==> src/rtl/calc_pkg.sv <==
// Shared definitions for the calculator operand memory: sizes, word type and
// the writer's state encoding (the reader side imports this package as well).
package calc_pkg;

   localparam int CALC_DATA_W = 16;
   localparam int CALC_DEPTH  = 512;
   localparam int CALC_ADDR_W = 10;

   typedef enum logic [1:0] {IDLE, CLEAR, LOAD, DONE} writer_state_t;

   typedef logic [CALC_DATA_W-1:0] calc_word_t;

endpackage

==> src/rtl/calc_mem_writer_if.sv <==
// Bundles the incoming valid/ready word stream with the memory write port.
// The master side is the writer block; the slave side is the source plus memory.
interface calc_mem_writer_if
   import calc_pkg::*;
#(
   parameter int DATA_W = CALC_DATA_W,
   parameter int ADDR_W = CALC_ADDR_W
);

   logic              valid;
   logic [DATA_W-1:0] in_data;
   logic              ready;
   logic              mem_we;
   logic [ADDR_W-1:0] mem_addr;
   logic [DATA_W-1:0] mem_wdata;

   modport master (
      input  valid,
      input  in_data,
      output ready,
      output mem_we,
      output mem_addr,
      output mem_wdata
   );

   modport slave (
      output valid,
      output in_data,
      input  ready,
      input  mem_we,
      input  mem_addr,
      input  mem_wdata
   );

endinterface

==> src/rtl/calc_mem_writer.sv <==
// Zero-fills the operand memory, then stores a word stream as A,B pairs until a
// B==0 terminator pair has been written or the memory is full.
module calc_mem_writer
   import calc_pkg::*;
#(
   parameter int DATA_W = CALC_DATA_W,
   parameter int DEPTH  = CALC_DEPTH,
   parameter int ADDR_W = CALC_ADDR_W
)
(
   input  logic              clk,
   input  logic              reset,
   input  logic              start,
   calc_mem_writer_if.master bus,
   output logic [ADDR_W-1:0] pair_count,
   output logic              busy,
   output logic              terminate
);

   localparam logic [ADDR_W-1:0] LAST_ADDR = ADDR_W'(DEPTH - 1);

   writer_state_t     state;
   writer_state_t     next_state;
   logic [ADDR_W-1:0] word_cnt;
   logic [ADDR_W-1:0] wr_addr;
   logic [DATA_W-1:0] wr_data;
   logic              wr_pending;
   logic              stop_pending;
   logic              accept;
   logic              is_b;
   logic              b_zero;

   assign accept = bus.valid & bus.ready;
   assign is_b   = word_cnt[0];
   assign b_zero = is_b && (bus.in_data == '0);

   always_ff @(posedge clk) begin
      if (reset) begin
         state <= IDLE;
      end else begin
         state <= next_state;
      end
   end

   always_comb begin
      next_state = state;
      case (state)
         IDLE, DONE: if (start) next_state = CLEAR;
         CLEAR:      if (word_cnt == LAST_ADDR) next_state = LOAD;
         LOAD:       if (stop_pending) next_state = DONE;
         default:    next_state = IDLE;
      endcase
   end

   // CLEAR drives the sweep straight from the counter; LOAD replays the word
   // registered on the previous accept, so the write lags the handshake by one cycle.
   always_comb begin
      bus.ready     = 1'b0;
      bus.mem_we    = 1'b0;
      bus.mem_addr  = '0;
      bus.mem_wdata = '0;
      busy          = 1'b0;
      terminate     = 1'b0;
      case (state)
         CLEAR: begin
            bus.mem_we   = 1'b1;
            bus.mem_addr = word_cnt;
            busy         = 1'b1;
         end
         LOAD: begin
            bus.ready     = !stop_pending;
            bus.mem_we    = wr_pending;
            bus.mem_addr  = wr_addr;
            bus.mem_wdata = wr_data;
            busy          = 1'b1;
         end
         DONE:    terminate = 1'b1;
         default: ;
      endcase
   end

   always_ff @(posedge clk) begin
      if (reset) begin
         word_cnt     <= '0;
         pair_count   <= '0;
         wr_pending   <= 1'b0;
         wr_addr      <= '0;
         wr_data      <= '0;
         stop_pending <= 1'b0;
      end else begin
         wr_pending <= 1'b0;
         case (state)
            IDLE, DONE: begin
               if (start) begin
                  word_cnt     <= '0;
                  pair_count   <= '0;
                  stop_pending <= 1'b0;
               end
            end
            CLEAR: begin
               word_cnt <= (word_cnt == LAST_ADDR) ? '0 : word_cnt + ADDR_W'(1);
            end
            LOAD: begin
               // stop_pending closes ready for the cycle the final word is written
               if (accept) begin
                  wr_pending <= 1'b1;
                  wr_addr    <= word_cnt;
                  wr_data    <= bus.in_data;
                  word_cnt   <= word_cnt + ADDR_W'(1);
                  if (is_b && !b_zero) begin
                     pair_count <= pair_count + ADDR_W'(1);
                  end
                  if (b_zero || (word_cnt == LAST_ADDR)) begin
                     stop_pending <= 1'b1;
                  end
               end
            end
            default: ;
         endcase
      end
   end

endmodule

==> src/flat_wrapper.sv <==
// flat-port wrapper written by rule: the top's interface ports become plain ports
module calc_mem_writer_flat import calc_pkg::*;
#(
   parameter int DATA_W = CALC_DATA_W,
   parameter int DEPTH  = CALC_DEPTH,
   parameter int ADDR_W = CALC_ADDR_W
)
  (clk, reset, start, pair_count, busy, terminate, bus_valid, bus_in_data, bus_ready, bus_mem_we, bus_mem_addr, bus_mem_wdata);
  calc_mem_writer_if #(.DATA_W(DATA_W), .ADDR_W(ADDR_W)) bus_i ();
  input  logic clk;
  input  logic reset;
  input  logic start;
  output logic [ADDR_W-1:0] pair_count;
  output logic busy;
  output logic terminate;
  input wire logic [$bits(bus_i.valid)-1:0] bus_valid;
  input wire logic [$bits(bus_i.in_data)-1:0] bus_in_data;
  output wire logic [$bits(bus_i.ready)-1:0] bus_ready;
  output wire logic [$bits(bus_i.mem_we)-1:0] bus_mem_we;
  output wire logic [$bits(bus_i.mem_addr)-1:0] bus_mem_addr;
  output wire logic [$bits(bus_i.mem_wdata)-1:0] bus_mem_wdata;
  assign bus_i.valid = bus_valid;
  assign bus_i.in_data = bus_in_data;
  assign bus_ready = bus_i.ready;
  assign bus_mem_we = bus_i.mem_we;
  assign bus_mem_addr = bus_i.mem_addr;
  assign bus_mem_wdata = bus_i.mem_wdata;
  calc_mem_writer #(.DATA_W(DATA_W), .DEPTH(DEPTH), .ADDR_W(ADDR_W)) u_core (.clk(clk), .reset(reset), .start(start), .bus(bus_i), .pair_count(pair_count), .busy(busy), .terminate(terminate));
endmodule
==> config.mk <==
export PLATFORM = sky130hd
export DESIGN_NAME = calc_mem_writer_flat
export DESIGN_NICKNAME = d
export VERILOG_FILES = /design/src/rtl/calc_pkg.sv /design/src/rtl/calc_mem_writer_if.sv /design/src/rtl/calc_mem_writer.sv /design/src/flat_wrapper.sv
export SDC_FILE = /design/constraint.sdc
export NUM_CORES = 1
export LEC_CHECK = 0
export CORE_MARGIN = 10
export CORE_UTILIZATION = 40
export DETAILED_ROUTE_END_ITERATION = 12
export GPL_ROUTABILITY_DRIVEN = 0
export PLACE_DENSITY = 0.66
export RECOVER_POWER = 25
export SYNTH_ARGS = -nofsm -noshare
export SYNTH_HDL_FRONTEND = slang
export SYNTH_SLANG_ARGS = --single-unit
==> constraint.sdc <==
create_clock -name clk -period 6.23 [get_ports clk]
set_input_delay 0.623 -clock clk [delete_from_list [all_inputs] [get_ports clk]]
set_output_delay 0.623 -clock clk [all_outputs]
set_load 0.02 [all_outputs]
==> impl_metrics.ini, run 1 <==
[placed_design]
io_buffers = 59
dp_hpwl_um = 5062
dpl.cell_count = 449

[sta]
max_freq_ghz = 0.3133
fin_setup_tns_ns = 0
hold_ws_ns = 0.4541
hold_viol_final = 0
period_share = 0.5123
maxSlewViolCount = 0
rsz0062_at_grt = false
period_minus_slack_ns = 3.191
worstMarginPinSlew_ns = 1.168
finClkSkew_ns = 0.009016
slew_headroom = 0.2189
setup_viol = 0

[power_and_ir_drop]
power_density_nw_per_um2 = 253.7
leakagePower_nw = 1.079
worst_ir_drop_vdd_uv = 161.7
power_mw = 0.8232

[worst_hold_path]
hp-class = reg -> reg
min_path_cells = 2
holdPathEnd = u_core.wr_data[3]
hp-start = u_core.wr_data[3]

[setup_path]
cp_data_required_time_ns = 5.61
cp_num_buf_inv = 3
critical_path_class = reg -> out
reg2reg_from = u_core.state[0]
r2r_setup_slack_ns = 3.48
path_depth = 6
slowest_delay_ns = 0.62
critPathSlowestCell = clkdlybuf4s50_1
r2r_end = u_core.word_cnt[1]
start_kind = flop
worst-r2r-cell-count = 6
arrival_ns = 2.57
crit_fanout = 28
cp_cell_sequence = inv_1 -> ha_1 -> buf_4 -> a22oi_1 -> nor2_1 -> clkdlybuf4s50_1
crit_family = buffers and inverters
end_kind = primary output

[detailed_routing]
viasPerCell = 5.482
wl_per_cell_um = 15.81
wirelength_um = 7210
firstDrtPassIters = 4
drtIter0Drc = 128
vias = 2500
detail-route-antenna-nets = 0
drc = 0

[cts]
clk_latency_ns = 0.30
cts_buffers = 5
cts_root_buf = clkbuf_8
cts_tree = yes
htree_levels = 2
cts_resized = 0
cts_hold_buf = 0
cts_buffer_depth = 2
clkSinkCount = 50
clk_pin_slew_ns = 0.09
postCtsSetupBuffers = 0

[run_status]
outcome = completed

[floorplanning]
core_um2 = 6314
initial_core_util = 0.4076
die-area_um2 = 10040
io_pins = 60
die_w_um = 100.2
row_count = 29
die_h_um = 100.2

[yosys]
ys_ff_latch = 50
yosys.area.top_type = dfxtp_1
syn_nets = 361
synth_edf_count = 0
syn-cell-area_um2 = 2574
synth_seq_area_share = 0.3889
synthCells = 335
ys_top_cells_by_area = dfxtp_1, nand2_1, a21oi_1, and2_1, nor2_1
synth_common_cells = nand2_1, dfxtp_1, a21oi_1
yosysMostFrequentCell = nand2_1
ys_async_sr_fraction = 0
syn_area_per_cell_um2 = 7.683
synth.top_cell.area_share = 0.3889
synthFlopType = dfxtp_1
yosysWarnings = 0
ys_types = 46

[global_routing]
antenna_found_initial = 0
grt_overflow_total = 0
grt_max_degree = 41
grt_pass1_wl_um = 11610
grt.total_usage = 0.1379
grt_pass1_vias = 2280

[finish]
diodes = 0
nets = 405
drive_gt1_frac = 0.02639
utilization = 0.5141
multi_input_area_um2 = 1429
final_cell_count_no_fill = 456
fillers = 635
area_delta_synth_final_pct = 26.11
regArea_um2 = 1001

[run]
maxCapViolations = 0
-- placed cells by master, fill, tap and decap left out, types with 2 or more instances in the layout --
cell type        synthesis  layout
a2111o_1                 2       2
a2111oi_0                2       2
a211oi_1                 3       3
a21oi_1                 43      43
a22oi_1                 10      10
and2_1                  18      18
and3_1                   3       3
buf_4                    1       3
clkbuf_8                 0       5
clkdlybuf4s50_1          0      48
dfxtp_1                 50      50
dlygate4sd3_1            0      11
ha_1                     6       6
inv_1                    7       7
mux2i_1                  3       3
nand2_1                 70      70
nand3_1                  3       3
nand3b_1                 3       3
nand4_1                 10      10
nor2_1                  25      25
nor3_1                   5       5
nor4_1                   5       5
o21ai_0                  4       4
o221ai_1                 2       2
o31ai_1                  6       6
o41ai_1                  2       2
or3_1                    4       4
or4_1                    5       5
xnor2_1                  4       4
-- how the worst max path moves through the flow --
| stage | startpoint | slack [ns] | endpoint |
|---|---|---|---|
| 6_report | u_core.state[0] | 3.04 | bus_mem_addr[4] |
| 4_1_cts | u_core.state[0] | 3.04 | bus_mem_addr[4] |
| 3_3_place_gp | u_core.state[0] | 3.41 | bus_mem_addr[9] |
| 5_1_grt | u_core.state[0] | 2.83 | bus_mem_addr[0] |
| 2_1_floorplan | u_core.state[0] | 3.78 | bus_mem_wdata[10] |
| 3_5_place_dp | u_core.state[0] | 3.39 | bus_mem_addr[4] |
-- routing by layer --
metal,part of all wire,GRT usage,vias up
li1,-,-,1269
met1,0.45,0.1739,1180
met2,0.49,0.2240,44
met3,0.051,0.03915,7
met4,0.0093,0.03696,0
met5,0,0,-
-- worst min-delay path: stages (launching register included) --
cell     delay (ns)
dfxtp_1        0.31
nand2_1        0.05
a21oi_1        0.05
-- power by group --
part	internal (mW)	total [mW]	switching, mW
Sequential	0.339	0.359	0.0202
Combinational	0.0888	0.280	0.192
Clock	0.0773	0.184	0.106
-- cell families after synthesis --
kind of cell | count (synthesis) | share of synthesized area
AO/OA/AOI/OAI | 82 | 0.2013
adder cells (fa/ha/maj) | 6 | 0.02917
buffers and inverters | 32 | 0.05590
XOR/XNOR | 4 | 0.01361
flip-flops | 50 | 0.3889
AND/OR/NAND/NOR | 158 | 0.2995
multiplexers | 3 | 0.01167
-- registers in the layout, summed over array words and instances, names as in the netlist --
name / flops
u_core.stop_pending: 1
u_core.wr_pending: 1
u_core.pair_count: 10
u_core.state: 2
u_core.wr_addr: 10
u_core.word_cnt: 10
u_core.wr_data: 16
-- layout make-up --
type                       count  area share
clock buffer                   6     0.02236
clock inverter                 1    0.002313
inverter                       7    0.008096
multi-input combinational    253      0.4402
sequential                    50      0.3084
tap                           77     0.02968
timing repair buffer          62      0.1889
-- through the flow --
stage / setup slack, ns / area, um2
after detailed placement: 3.390 / 3166
after global routing: 2.829 / 3246
after floorplan: 3.779 / 2574
final: 3.039 / 3246
after global placement: 3.413 / 3166
after CTS: 3.043 / 3246
(Power assumes the default switching activity.)
==> inputs of run 2 (changes only) <==
--- a/config.mk
+++ b/config.mk
@@ -9,7 +9,7 @@
 export CORE_UTILIZATION = 40
 export DETAILED_ROUTE_END_ITERATION = 12
 export GPL_ROUTABILITY_DRIVEN = 0
-export PLACE_DENSITY = 0.66
+export PLACE_DENSITY = 0.69
 export RECOVER_POWER = 25
 export SYNTH_ARGS = -nofsm -noshare
 export SYNTH_HDL_FRONTEND = slang
==> constraint.sdc (replaced) <==
create_clock -name clk -period 2.9 [get_ports clk]
set_input_delay 0.29 -clock clk [delete_from_list [all_inputs] [get_ports clk]]
set_output_delay 0.29 -clock clk [all_outputs]
set_load 0.02 [all_outputs]
==> impl_metrics.ini, run 2 (synthesized netlist as in run 1, its figures left out) <==
[setup_path]
arrival_ns = 2.16
worst-r2r-cell-count = 8
end_kind = primary output
startpoint = u_core.state[0]
r2r_setup_slack_ns = 0.63
reg2reg_from = u_core.state[0]
start_kind = flop
crit_fanout = 15
cp-endpoint = bus_mem_addr[3]
cp_data_required_time_ns = 2.61
critical_path_class = reg -> out
r2r_end = u_core.wr_addr[9]

[sta]
worstMarginPinSlew_ns = 1.156
rsz0062_at_grt = false
fin_setup_tns_ns = 0
maxSlewViolCount = 0
setup_viol = 0
period_share = 0.8445
max_freq_ghz = 0.4083
hold_viol_final = 0
finClkSkew_ns = 0.01070
period_minus_slack_ns = 2.449
slew_headroom = 0.2295

[power_and_ir_drop]
worst_ir_drop_vdd_uv = 451.4
power_density_nw_per_um2 = 577.3
leakagePower_nw = 1.112

[global_routing]
antenna_found_initial = 0
grt.total_usage = 0.1413
grt_pass1_vias = 2459
grt_max_degree = 40
grt_pass1_wl_um = 12050
grt_overflow_total = 0

[cts]
cts_resized = 0
cts_root_buf = clkbuf_8
cts_hold_buf = 0
cts_buffer_depth = 2
postCtsSetupBuffers = 0
cts_buffers = 5
cts_tree = yes
clkSinkCount = 50
htree_levels = 2
clk_latency_ns = 0.31
clk_pin_slew_ns = 0.10

[placed_design]
dp_hpwl_um = 5020
dpl.cell_count = 453
io_buffers = 59

[detailed_routing]
vias = 2519
wirelength_um = 7107
firstDrtPassIters = 4
drc = 0
drtIter0Drc = 191
detail-route-antenna-nets = 0
viasPerCell = 5.464
wl_per_cell_um = 15.42

[floorplanning]
die_h_um = 100.2
die-area_um2 = 10040
row_count = 29
io_pins = 60
initial_core_util = 0.4076
die_w_um = 100.2
core_um2 = 6314

[finish]
nets = 409
diodes = 0
largest_register_ffs = 16
utilization = 0.5240
fillers = 630
regMostFlops = u_core.wr_data
area_delta_synth_final_pct = 28.54
layout_commonest_cell = nand2_1
final_cell_count_no_fill = 461
drive_gt1_frac = 0.03906
mostFrequentLayoutCells = nand2_1, dfxtp_1, clkdlybuf4s50_1, a21oi_1, nor2_1

[run_status]
outcome = completed

[run]
maxCapViolations = 0

[worst_hold_path]
hp-class = reg -> reg
## run 2: cell types whose count changed in the layout (fill, tap and decap cells not counted)
cell,before,now
dlygate4sd3_1,11,10
buf_4,3,6
clkinvlp_4,1,0
clkdlybuf4s50_1,48,49
inv_6,0,2
bufinv_16,0,1
## run 2: worst min path at each step
stage	cells past startpoint	slack [ns]	endpoint	from
after floorplan	2	0.43	u_core.wr_data[0]	bus_in_data[0]
after global placement	2	0.44	u_core.wr_data[10]	u_core.wr_data[10]
after detailed placement	2	0.44	u_core.wr_data[10]	u_core.wr_data[10]
after CTS	2	0.46	u_core.wr_data[13]	u_core.wr_data[13]
after global routing	2	0.47	u_core.wr_data[1]	u_core.wr_data[1]
final	2	0.46	u_core.wr_data[15]	u_core.wr_data[15]
## run 2: stage by stage
step | hold slack, ns | setup WS (ns) | area (um2) | total power [mW]
global route | 0.4704 | 0.2007 | 3308 | 2.028
floorplan | 0.4260 | 0.7571 | 2574 | 1.208
global placement | 0.4375 | 0.7204 | 3196 | 1.395
finish | 0.4572 | 0.4508 | 3308 | 1.910
CTS | 0.4584 | 0.4247 | 3312 | 1.918
detailed placement | 0.4438 | 0.6673 | 3196 | 1.401
## run 2: layout make-up
type | instances | area, um2 | share of cell area
clock inverters | 3 | 47.55 | 0.01437
repair buffers | 66 | 639.4 | 0.1933
inverters | 7 | 26.28 | 0.007943
multi-input cells | 253 | 1429 | 0.4319
well taps | 77 | 96.34 | 0.02912
clock buffers | 5 | 68.82 | 0.02080
flip-flops and latches | 50 | 1001 | 0.3026
## run 2: worst max-delay path, stage by stage, from the launching register on
cell             delay, ns
dfxtp_1               0.41
ha_1                  0.55
a22oi_1               0.16
nor2_1                0.12
clkdlybuf4s50_1       0.61
## run 2: power breakdown
group	internal (mW)	switching [mW]	leakage, nW
sequential	0.728	0.0411	0.404
clock	0.264	0.257	0.0591
combinational	0.205	0.415	0.649
## run 2: per-layer routing
layer / part of all wire / up-vias / global-route usage
met5: 0 / - / 0
met4: 0.012 / 0 / 0.04783
met3: 0.063 / 5 / 0.03777
met2: 0.50 / 62 / 0.2315
met1: 0.43 / 1179 / 0.1743
li1: - / 1273 / -
